[src/rtl/swan128_pkg.sv]
// SWAN128 shared constants and key-schedule FSM encoding.
// Imported by the key-schedule controller and its step function.
package swan128_pkg;

  localparam int unsigned BLOCK_SIZE = 128;
  localparam int unsigned KEY_SIZE   = 256;
  localparam int unsigned ROUNDS     = 64;
  localparam int unsigned PD         = 56;
  localparam logic [63:0] DELTA0     = 64'h9e3779b97f4a7c15;

  typedef enum logic [1:0] {
    ST_IDLE = 2'd0,
    ST_RUN  = 2'd1,
    ST_DONE = 2'd2
  } ks_state_t;

endpackage

[src/rtl/enc_key_schedule_256.sv]
// SWAN128 single-round key-schedule step.
// Rotate key, bump delta, derive subkey and fold it back in.
module enc_key_schedule_256 #(
  parameter int unsigned KEY_SIZE = 256,
  parameter int unsigned SK_W     = 64,
  parameter int unsigned PD       = 56,
  parameter logic [63:0] DELTA0   = 64'h9e3779b97f4a7c15
) (
  input  logic [KEY_SIZE-1:0] key,
  input  logic [63:0]         delta,
  output logic [KEY_SIZE-1:0] next_key,
  output logic [63:0]         next_delta,
  output logic [SK_W-1:0]     sk
);

  logic [KEY_SIZE-1:0] k0;

  // Pure combinational step; the controller registers the results.
  always_comb begin
    k0         = {key[PD-1:0], key[KEY_SIZE-1:PD]};
    next_delta = delta + DELTA0;
    sk         = k0[SK_W-1:0] + next_delta[SK_W-1:0];
    next_key   = {k0[KEY_SIZE-1:SK_W], sk};
  end

endmodule

[src/rtl/swan128_key_sched_ctrl.sv]
// SWAN128 key-schedule sequencer.
// Latches the master key and streams ROUNDS subkeys over valid/ready.
module swan128_key_sched_ctrl
  import swan128_pkg::*;
#(
  parameter int unsigned BLOCK_SIZE = swan128_pkg::BLOCK_SIZE,
  parameter int unsigned KEY_SIZE   = swan128_pkg::KEY_SIZE,
  parameter int unsigned ROUNDS     = swan128_pkg::ROUNDS,
  parameter int unsigned PD         = swan128_pkg::PD,
  parameter logic [63:0] DELTA0     = swan128_pkg::DELTA0
) (
  input  logic                    clk,
  input  logic                    rst,
  input  logic                    start,
  input  logic                    abort,
  input  logic [KEY_SIZE-1:0]     key_in,
  output logic                    busy,
  output logic                    sk_valid,
  input  logic                    sk_ready,
  output logic [BLOCK_SIZE/2-1:0] sk,
  output logic [7:0]              sk_round,
  output logic                    done
);

  localparam int unsigned SK_W = BLOCK_SIZE / 2;
  localparam logic [7:0] LAST = 8'(ROUNDS - 1);

  ks_state_t           state;
  logic [KEY_SIZE-1:0] key_r;
  logic [63:0]         delta_r;
  logic [7:0]          round_r;
  logic [KEY_SIZE-1:0] nk;
  logic [63:0]         nd;
  logic [SK_W-1:0]     sk_w;
  logic                hs;

  enc_key_schedule_256 #(
    .KEY_SIZE (KEY_SIZE),
    .SK_W     (SK_W),
    .PD       (PD),
    .DELTA0   (DELTA0)
  ) u_step (
    .key        (key_r),
    .delta      (delta_r),
    .next_key   (nk),
    .next_delta (nd),
    .sk         (sk_w)
  );

  assign hs       = sk_valid & sk_ready;
  assign sk       = sk_w;
  assign sk_round = round_r;

  // Sequencer FSM with registered status outputs.
  always_ff @(posedge clk) begin
    if (rst) begin
      state    <= ST_IDLE;
      key_r    <= '0;
      delta_r  <= '0;
      round_r  <= '0;
      busy     <= 1'b0;
      sk_valid <= 1'b0;
      done     <= 1'b0;
    end else begin
      unique case (state)
        ST_IDLE: begin
          if (start && !abort) begin
            key_r    <= key_in;
            delta_r  <= '0;
            round_r  <= '0;
            busy     <= 1'b1;
            sk_valid <= 1'b1;
            state    <= ST_RUN;
          end
        end
        ST_RUN: begin
          if (abort) begin
            busy     <= 1'b0;
            sk_valid <= 1'b0;
            state    <= ST_IDLE;
          end else if (hs) begin
            key_r   <= nk;
            delta_r <= nd;
            round_r <= round_r + 8'd1;
            if (round_r == LAST) begin
              sk_valid <= 1'b0;
              done     <= 1'b1;
              state    <= ST_DONE;
            end
          end
        end
        ST_DONE: begin
          done  <= 1'b0;
          busy  <= 1'b0;
          state <= ST_IDLE;
        end
        default: begin
          busy     <= 1'b0;
          sk_valid <= 1'b0;
          done     <= 1'b0;
          state    <= ST_IDLE;
        end
      endcase
    end
  end

endmodule

[config.mk]
export PLATFORM = sky130hd
export DESIGN_NAME = swan128_key_sched_ctrl
export DESIGN_NICKNAME = d
export VERILOG_FILES = /design/src/rtl/swan128_pkg.sv /design/src/rtl/enc_key_schedule_256.sv /design/src/rtl/swan128_key_sched_ctrl.sv
export SDC_FILE = /design/constraint.sdc
export NUM_CORES = 1
export LEC_CHECK = 0
export ABC_AREA = 1
export CORE_AREA = 2 2 258 235
export DETAILED_ROUTE_END_ITERATION = 8
export DIE_AREA = 0 0 260 237
export GPL_TIMING_DRIVEN = 0
export MAX_ROUTING_LAYER = met4
export RECOVER_POWER = 100
export SKIP_LAST_GASP = 1
export SLEW_MARGIN = 20
export SYNTH_ARGS = -nofsm -noshare
export SYNTH_HDL_FRONTEND = slang
export SYNTH_SLANG_ARGS = --single-unit
[constraint.sdc]
create_clock -name clk -period 5 [get_ports clk]
set_clock_uncertainty 0.15 [all_clocks]
set_input_delay 1.5 -clock clk [delete_from_list [all_inputs] [get_ports clk]]
set_output_delay 1.5 -clock clk [all_outputs]
set_load 0.02 [all_outputs]
[After elaboration in Yosys (flattened, before gate mapping)]
Index checks and enable logic that the tools add are counted.
Cells by class
  shift operators: 0
  equal/unequal tests: 10
  reductions and logical operators: 9
  add/subtract/negate cells: 3
  magnitude comparators: 0
  bitwise gates (word level): 3
  multiply operators: 0
  multiplexer cells: 28
  div/mod/pow operators: 0
Operator list (count)
  two-way mux 256 bit: 3
  one-hot mux 256 bit (2 select lines): 1
  two-way mux 64 bit: 3
  one-hot mux 64 bit (2 select lines): 1
  adder 64 bit: 1
  adder 64 bit, second input constant: 1
  two-way mux 8 bit: 3
  one-hot mux 8 bit (2 select lines): 1
  AND reduction 4 bit: 3
  inequality test 2 bit, second input constant: 5
  adder 8 x 1 -> 8 bit, second input constant: 1
  == test 8 x 6 -> 1 bit, second input constant: 1
  two-way mux 1 bit: 8
  two-way mux 2 bit: 4
  inequality test 3 bit, second input constant: 2
  one-hot mux 1 bit (2 select lines): 2
  one-hot mux 2 bit (2 select lines): 1
  one-hot mux 1 bit (3 select lines): 1
  AND reduction 3 bit: 1
  == test 2 x 1 -> 1 bit, second input constant: 1
  == test 2 bit, second input constant: 1
  zero test 2 bit: 1
  inverter 1 bit: 2
  AND reduction 2 bit: 1
  other kinds (4): 4
Storage, ports and cells
  register bits after elaboration: 333
  memory bits (read-only): 0
  memories kept: 0
  logic and storage cells: 60
  memory bits (writable): 0
  bits in latches: 0
  bits of input ports: 261

[Longest topological paths before layout]
Gate-level depths: netlist (run 1).
  word-level depth: 5
  mapped depth: 30
  mapped depth without buffers: 30

[Modules after synthesis]
A second synthesis (run 1) with hierarchy kept.
Unflattened totals
  cells, all modules: 3618
  area, all modules: 23506.3 sq um
By module, submodules not included
  swan128_key_sched_ctrl: sequential area each 6666.4 sq um, cells an instance 1795, area an instance 13615.6 sq um, times used 1
  enc_key_schedule_256: sequential area each 0.0 sq um, cells an instance 1823, area an instance 9890.7 sq um, times used 1

[Worst setup path before layout (run 1)]
No wires, ideal clock.
  kind: reg2out
  from: reg delta_r[0]
  to: out sk[36]
  setup slack: 0.222 ns
  stages on the path, launching flop included: 21
  arrival: 3.128 ns
  data required time: 3.350 ns
  path through: dfxtp_1 -> ha_1 -> o21ai_1 -> nand2_1 -> nand2_1 -> nor3_1 -> nand2_1 -> nand3_2 -> inv_2 -> o21ai_1 -> or2_2 -> and2_1 -> ha_1 -> nand2_1 -> nor2_1 -> inv_1 -> nor2_1 -> inv_1 -> nor3_1 -> a21oi_1 -> xnor2_1
Between the ends
  cells in the longest elaborated chain, start to end: 2
RTL lines
  from (decl): RTL line swan128_key_sched_ctrl.sv:30  | logic [63:0] delta_r;
  from (signal assigned): RTL line swan128_key_sched_ctrl.sv:83  | delta_r <= nd;
  adder 64 bit: RTL line enc_key_schedule_256.sv:21  | next_delta = delta + DELTA0;
  adder 64 bit: RTL line enc_key_schedule_256.sv:22  | sk = k0[SK_W-1:0] + next_delta[SK_W-1:0];
  to (decl): RTL line swan128_key_sched_ctrl.sv:20  | output logic [BLOCK_SIZE/2-1:0] sk,
No other way between the ends.

[Final worst setup path (run 1)]
  from: reg delta_r[4]
  to: out sk[63]
The elaborated chain is that of the path after synthesis.

==> flow_metrics.py, run 1 <==
metrics = {
    "synthesis": {
        "post_synth_most_frequent_cells": "1125 x sky130_fd_sc_hd__nand2_1, 333 x sky130_fd_sc_hd__dfxtp_1, 264 x sky130_fd_sc_hd__inv_1, 243 x sky130_fd_sc_hd__nor2_1, 235 x sky130_fd_sc_hd__a21oi_1",
        "proportion_of_synthesized_chip_area_in_sequential_cells_pct": 31.7,
        "post_synth_num_cell_types": 60,
        "synth_enable_flop_cells": 0,
        "synth.most_common_cell": "sky130_fd_sc_hd__nand2_1",
        "post_synth_top_area_cell": "sky130_fd_sc_hd__dfxtp_1",
        "yosys-top-cells-area": "sky130_fd_sc_hd__dfxtp_1 32%, sky130_fd_sc_hd__nand2_1 20%, sky130_fd_sc_hd__a31oi_1 6.4%",
        "synthesis.area_per_instance_um2": 6.44,
        "synth_top_cell_area_share_pct": 31.7,
        "asyncSetResetFlopFracSynth_pct": 0,
        "synth.ff_latch_count": 333,
        "ys_warn_count": 0,
        "netlist_instances": 3269,
        "synth_top_flop_cell": "sky130_fd_sc_hd__dfxtp_1",
        "synthesis.nets": 3601,
        "mappedNetlistArea_mm2": 0.0210,
    },
    "die": {
        "dieHeight_um": 237,
        "chipWidth_um": 260,
        "floorplan.initialDensity_pct": 35.7,
        "ios": 336,
        "core.rowCount": 85,
        "coreArea_mm2": 0.0590,
        "die_area_mm2": 0.0616,
    },
    "cells_and_area": {
        "multi_input_area_mm2": 0.0173,
        "ff_latch_area_mm2": 0.00676,
        "final_core_util_pct": 56.7,
        "layout.nets": 4214,
        "fill_cells": 5485,
        "syn2layout_area_growth_pct": 59.0,
        "finish.cell_count_without_fillers": 4693,
        "post_route_cells_drive_above_1_share_pct": 32.5,
        "finish.instance_area_mm2": 0.0335,
    },
    "route": {
        "postRouteAntennaNets": 0,
        "vias_post_dr": 26700,
        "viasPerCell": 5.68,
        "detailedRoute.firstIterationViolations": 3108,
        "routed_wirelength_um": 118000,
        "wl_per_cell_um": 25.1,
        "drc": 0,
        "drtPass1Iterations": 7,
    },
    "sta": {
        "slew_viol_final": 0,
        "max_slew.worst_pin.slew_ns": 1.22,
        "period_share_pct": 117,
        "slew-limit-headroom_pct": 18.6,
        "final.setup.worst_slack_ns": -0.832,
        "setup_viol_count_final": 334,
        "period_minus_slack_ns": 5.83,
        "clock.fmax_mhz": 171,
        "grt_setup_unrepaired": "true",
        "final-hold-violation-count": 0,
    },
    "setup_path": {
        "startpoint_type": "register",
        "r2r_setup_slack_ns": 0.13,
        "maximum_fanout_along_the_worst_path": 6,
        "timing.critical_path.arrival_ns": 4.18,
        "worst-r2r-cell-count": 34,
        "end_kind": "output port",
        "critical_path_class": "register to output port",
        "worstPathRequired_ns": 3.35,
        "r2r-start": "delta_r[25]",
        "r2r-end": "delta_r[38]",
    },
    "outcome": {
        "status": "finished with violations",
        "violations": "negative setup slack",
    },
    "min_path": {
        "hold-path-cell-count": 2,
        "min-delay-path-class": "register to register",
        "worst_hold_startpoint": "key_r[122]",
        "worstHoldEndpoint": "key_r[122]",
    },
    "cts": {
        "cts_tree": "done",
        "clock_sink_count": 333,
        "cts_max_level": 2,
        "clock_insertion_delay_worst_skew_ns": 0.59,
        "tritoncts.num_buffers": 39,
        "maximum_clock_insertion_buffer_count": 3,
        "clock-root-buffer": "sky130_fd_sc_hd__clkbuf_16",
        "holdBufCountCts": 0,
        "clk_transition_reported_paths_ns": 0.06,
    },
    "power_and_ir_drop": {
        "post-layout-total-power_uw": 14200,
        "max-vdd-ir-drop_uv": 286,
        "total_power_density_per_cell_area_mw_per_mm2": 425,
        "p_leak_uw": 0.0130,
    },
    "global_route": {
        "grt_max_degree": 13,
        "first_pass_grt_wire_length_um": 160000,
        "number_of_antenna_violations_at_the_first_check_in_global_routing": 2,
        "grt_pass1_vias": 24100,
        "globalRoute.totalOverflow": 0,
        "grt_use_total_pct": 36.7,
    },
    "run": {
        "max_cap_viol_count": 0,
    },
    "placement": {
        "dp_worst_setup_slack_ns": -1.60,
        "numPlacedInstances": 4386,
        "gp_routability_congestion": 1.03,
        "dp.final_hpwl_um": 89400,
        "placement.io_buffers": 334,
        "post_dp_cell_area_mm2": 0.0254,
    },
}
## critical path, stage by stage (launching register included)
cell	delay, ns
sky130_fd_sc_hd__dfxtp_4	0.39
sky130_fd_sc_hd__nand2_2	0.09
sky130_fd_sc_hd__nor2_1	0.18
sky130_fd_sc_hd__a21oi_4	0.09
sky130_fd_sc_hd__nand3_4	0.16
sky130_fd_sc_hd__nand2_2	0.06
sky130_fd_sc_hd__nand2_2	0.09
sky130_fd_sc_hd__nand3b_1	0.12
sky130_fd_sc_hd__nand2_4	0.17
sky130_fd_sc_hd__buf_12	0.13
sky130_fd_sc_hd__xor2_4	0.23
sky130_fd_sc_hd__ha_4	0.27
sky130_fd_sc_hd__buf_4	0.15
sky130_fd_sc_hd__nand2_4	0.08
sky130_fd_sc_hd__nor2_4	0.05
sky130_fd_sc_hd__inv_2	0.10
sky130_fd_sc_hd__nor2_4	0.04
sky130_fd_sc_hd__buf_4	0.15
sky130_fd_sc_hd__a21oi_4	0.20
sky130_fd_sc_hd__nand2_4	0.10
sky130_fd_sc_hd__buf_4	0.16
sky130_fd_sc_hd__a21oi_4	0.16
sky130_fd_sc_hd__nand3_1	0.11
sky130_fd_sc_hd__nand2_2	0.16
sky130_fd_sc_hd__buf_6	0.14
## cells in the final DEF, fill, tap and decap left out, types with 14 or more instances in the layout
master / Yosys / routed
sky130_fd_sc_hd__clkbuf_2: 0 / 20
sky130_fd_sc_hd__nand2_2: 10 / 98
sky130_fd_sc_hd__o21ai_0: 135 / 86
sky130_fd_sc_hd__o21ai_4: 0 / 15
sky130_fd_sc_hd__inv_2: 13 / 78
sky130_fd_sc_hd__and2_4: 0 / 32
sky130_fd_sc_hd__dfxtp_2: 0 / 17
sky130_fd_sc_hd__nand3_1: 130 / 94
sky130_fd_sc_hd__o21ai_1: 11 / 20
sky130_fd_sc_hd__nand2_4: 0 / 60
sky130_fd_sc_hd__inv_4: 1 / 21
sky130_fd_sc_hd__nand2_1: 1125 / 972
sky130_fd_sc_hd__nand3_2: 4 / 30
sky130_fd_sc_hd__dfxtp_4: 0 / 18
sky130_fd_sc_hd__nor2_4: 8 / 97
sky130_fd_sc_hd__xor2_4: 0 / 33
sky130_fd_sc_hd__xor2_1: 60 / 15
sky130_fd_sc_hd__nor2_2: 18 / 67
sky130_fd_sc_hd__nor3_4: 0 / 15
sky130_fd_sc_hd__a21oi_4: 0 / 31
sky130_fd_sc_hd__a22oi_1: 14 / 14
sky130_fd_sc_hd__nand3b_1: 14 / 14
sky130_fd_sc_hd__ha_4: 0 / 53
sky130_fd_sc_hd__nand4_1: 17 / 17
sky130_fd_sc_hd__a21oi_1: 235 / 150
sky130_fd_sc_hd__buf_4: 7 / 219
sky130_fd_sc_hd__clkdlybuf4s50_1: 0 / 261
sky130_fd_sc_hd__inv_1: 264 / 178
sky130_fd_sc_hd__xor2_2: 3 / 15
sky130_fd_sc_hd__clkbuf_1: 69 / 79
sky130_fd_sc_hd__a32o_1: 24 / 24
sky130_fd_sc_hd__nor2_1: 243 / 106
sky130_fd_sc_hd__clkbuf_16: 0 / 39
sky130_fd_sc_hd__buf_2: 69 / 50
sky130_fd_sc_hd__buf_6: 0 / 67
sky130_fd_sc_hd__o21ai_2: 1 / 26
sky130_fd_sc_hd__dlygate4sd3_1: 0 / 15
sky130_fd_sc_hd__a21oi_2: 2 / 56
sky130_fd_sc_hd__a31oi_1: 215 / 212
sky130_fd_sc_hd__dfxtp_1: 333 / 298
## worst max-delay path by stage
stage                startpoint  slack [ns]     end
floorplan            delta_r[0]        0.22  sk[36]
global placement     delta_r[0]       -1.59  sk[56]
detailed placement   delta_r[0]       -1.60  sk[56]
CTS                 delta_r[13]       -0.70  sk[56]
global route         delta_r[5]       -0.93  sk[63]
finish               delta_r[4]       -0.83  sk[63]
## layer usage
layer / track usage, % / wire, um / vias up
li1: - / - / 12100
met1: 51.3 / 49700 / 12800
met2: 52.3 / 49600 / 1517
met3: 6.64 / 12700 / 287
met4: 13.5 / 5900 / 0
met5: - / 0 / -
## repair_timing
action | 4_1_cts | 5_1_grt
endpoints found under the setup margin | 59 | 60
gates resized for setup | 992 | 551
pin swaps | 181 | 242
setup buffers | 141 | 108
## sequential cells by signal, summed over array words and instances, names as in the netlist
register / cells
sk_round: 8
sk_valid: 1
key_r: 256
delta_r: 64
done: 1
busy: 1
state: 2
## cell type report
class / count / share of cell area (%)
tap: 783 / 2.93
buffer: 145 / 2.01
clock buffer: 60 / 3.51
inverter: 279 / 3.31
sequential: 333 / 20.2
clock inverter: 7 / 0.337
timing repair buffer: 572 / 16.0
multi-input combinational: 2512 / 51.7
antenna: 2 / 0.0150
## stage by stage
stage / hold WS (ns) / setup TNS [ns]
6_report: 0.317 / -78.13
2_1_floorplan: 0.294 / 0
4_1_cts: 0.314 / -24.96
3_5_place_dp: 0.307 / -57.53
5_1_grt: 0.344 / -71.30
3_3_place_gp: 0.304 / -58.33
## kinds of logic after synthesis
kind of cell	share of synthesized area (%)
xor+xnor	3.15
fa+ha+maj	4.26
simple gates	33.1
compound gates	19.7
flops	31.7
buf+inv	8.12
## power breakdown
group | switching, uW | total [uW] | internal, uW
combinational | 4660 | 7630 | 2970
clock | 1280 | 2960 | 1680
sequential | 511 | 3630 | 3120
total | 6450 | 14200 | 7760
Note: power is estimated with default switching activity, not from simulation.
==> run 2: changes to the inputs <==
--- a/config.mk
+++ b/config.mk
@@ -6,6 +6,7 @@
 export NUM_CORES = 1
 export LEC_CHECK = 0
 export ABC_AREA = 1
+export CAP_MARGIN = 25
 export CORE_AREA = 2 2 258 235
 export DETAILED_ROUTE_END_ITERATION = 8
 export DIE_AREA = 0 0 260 237
==> results of run 2 <==
No change in the layout: final DEF, timing and power equal those of run 1.
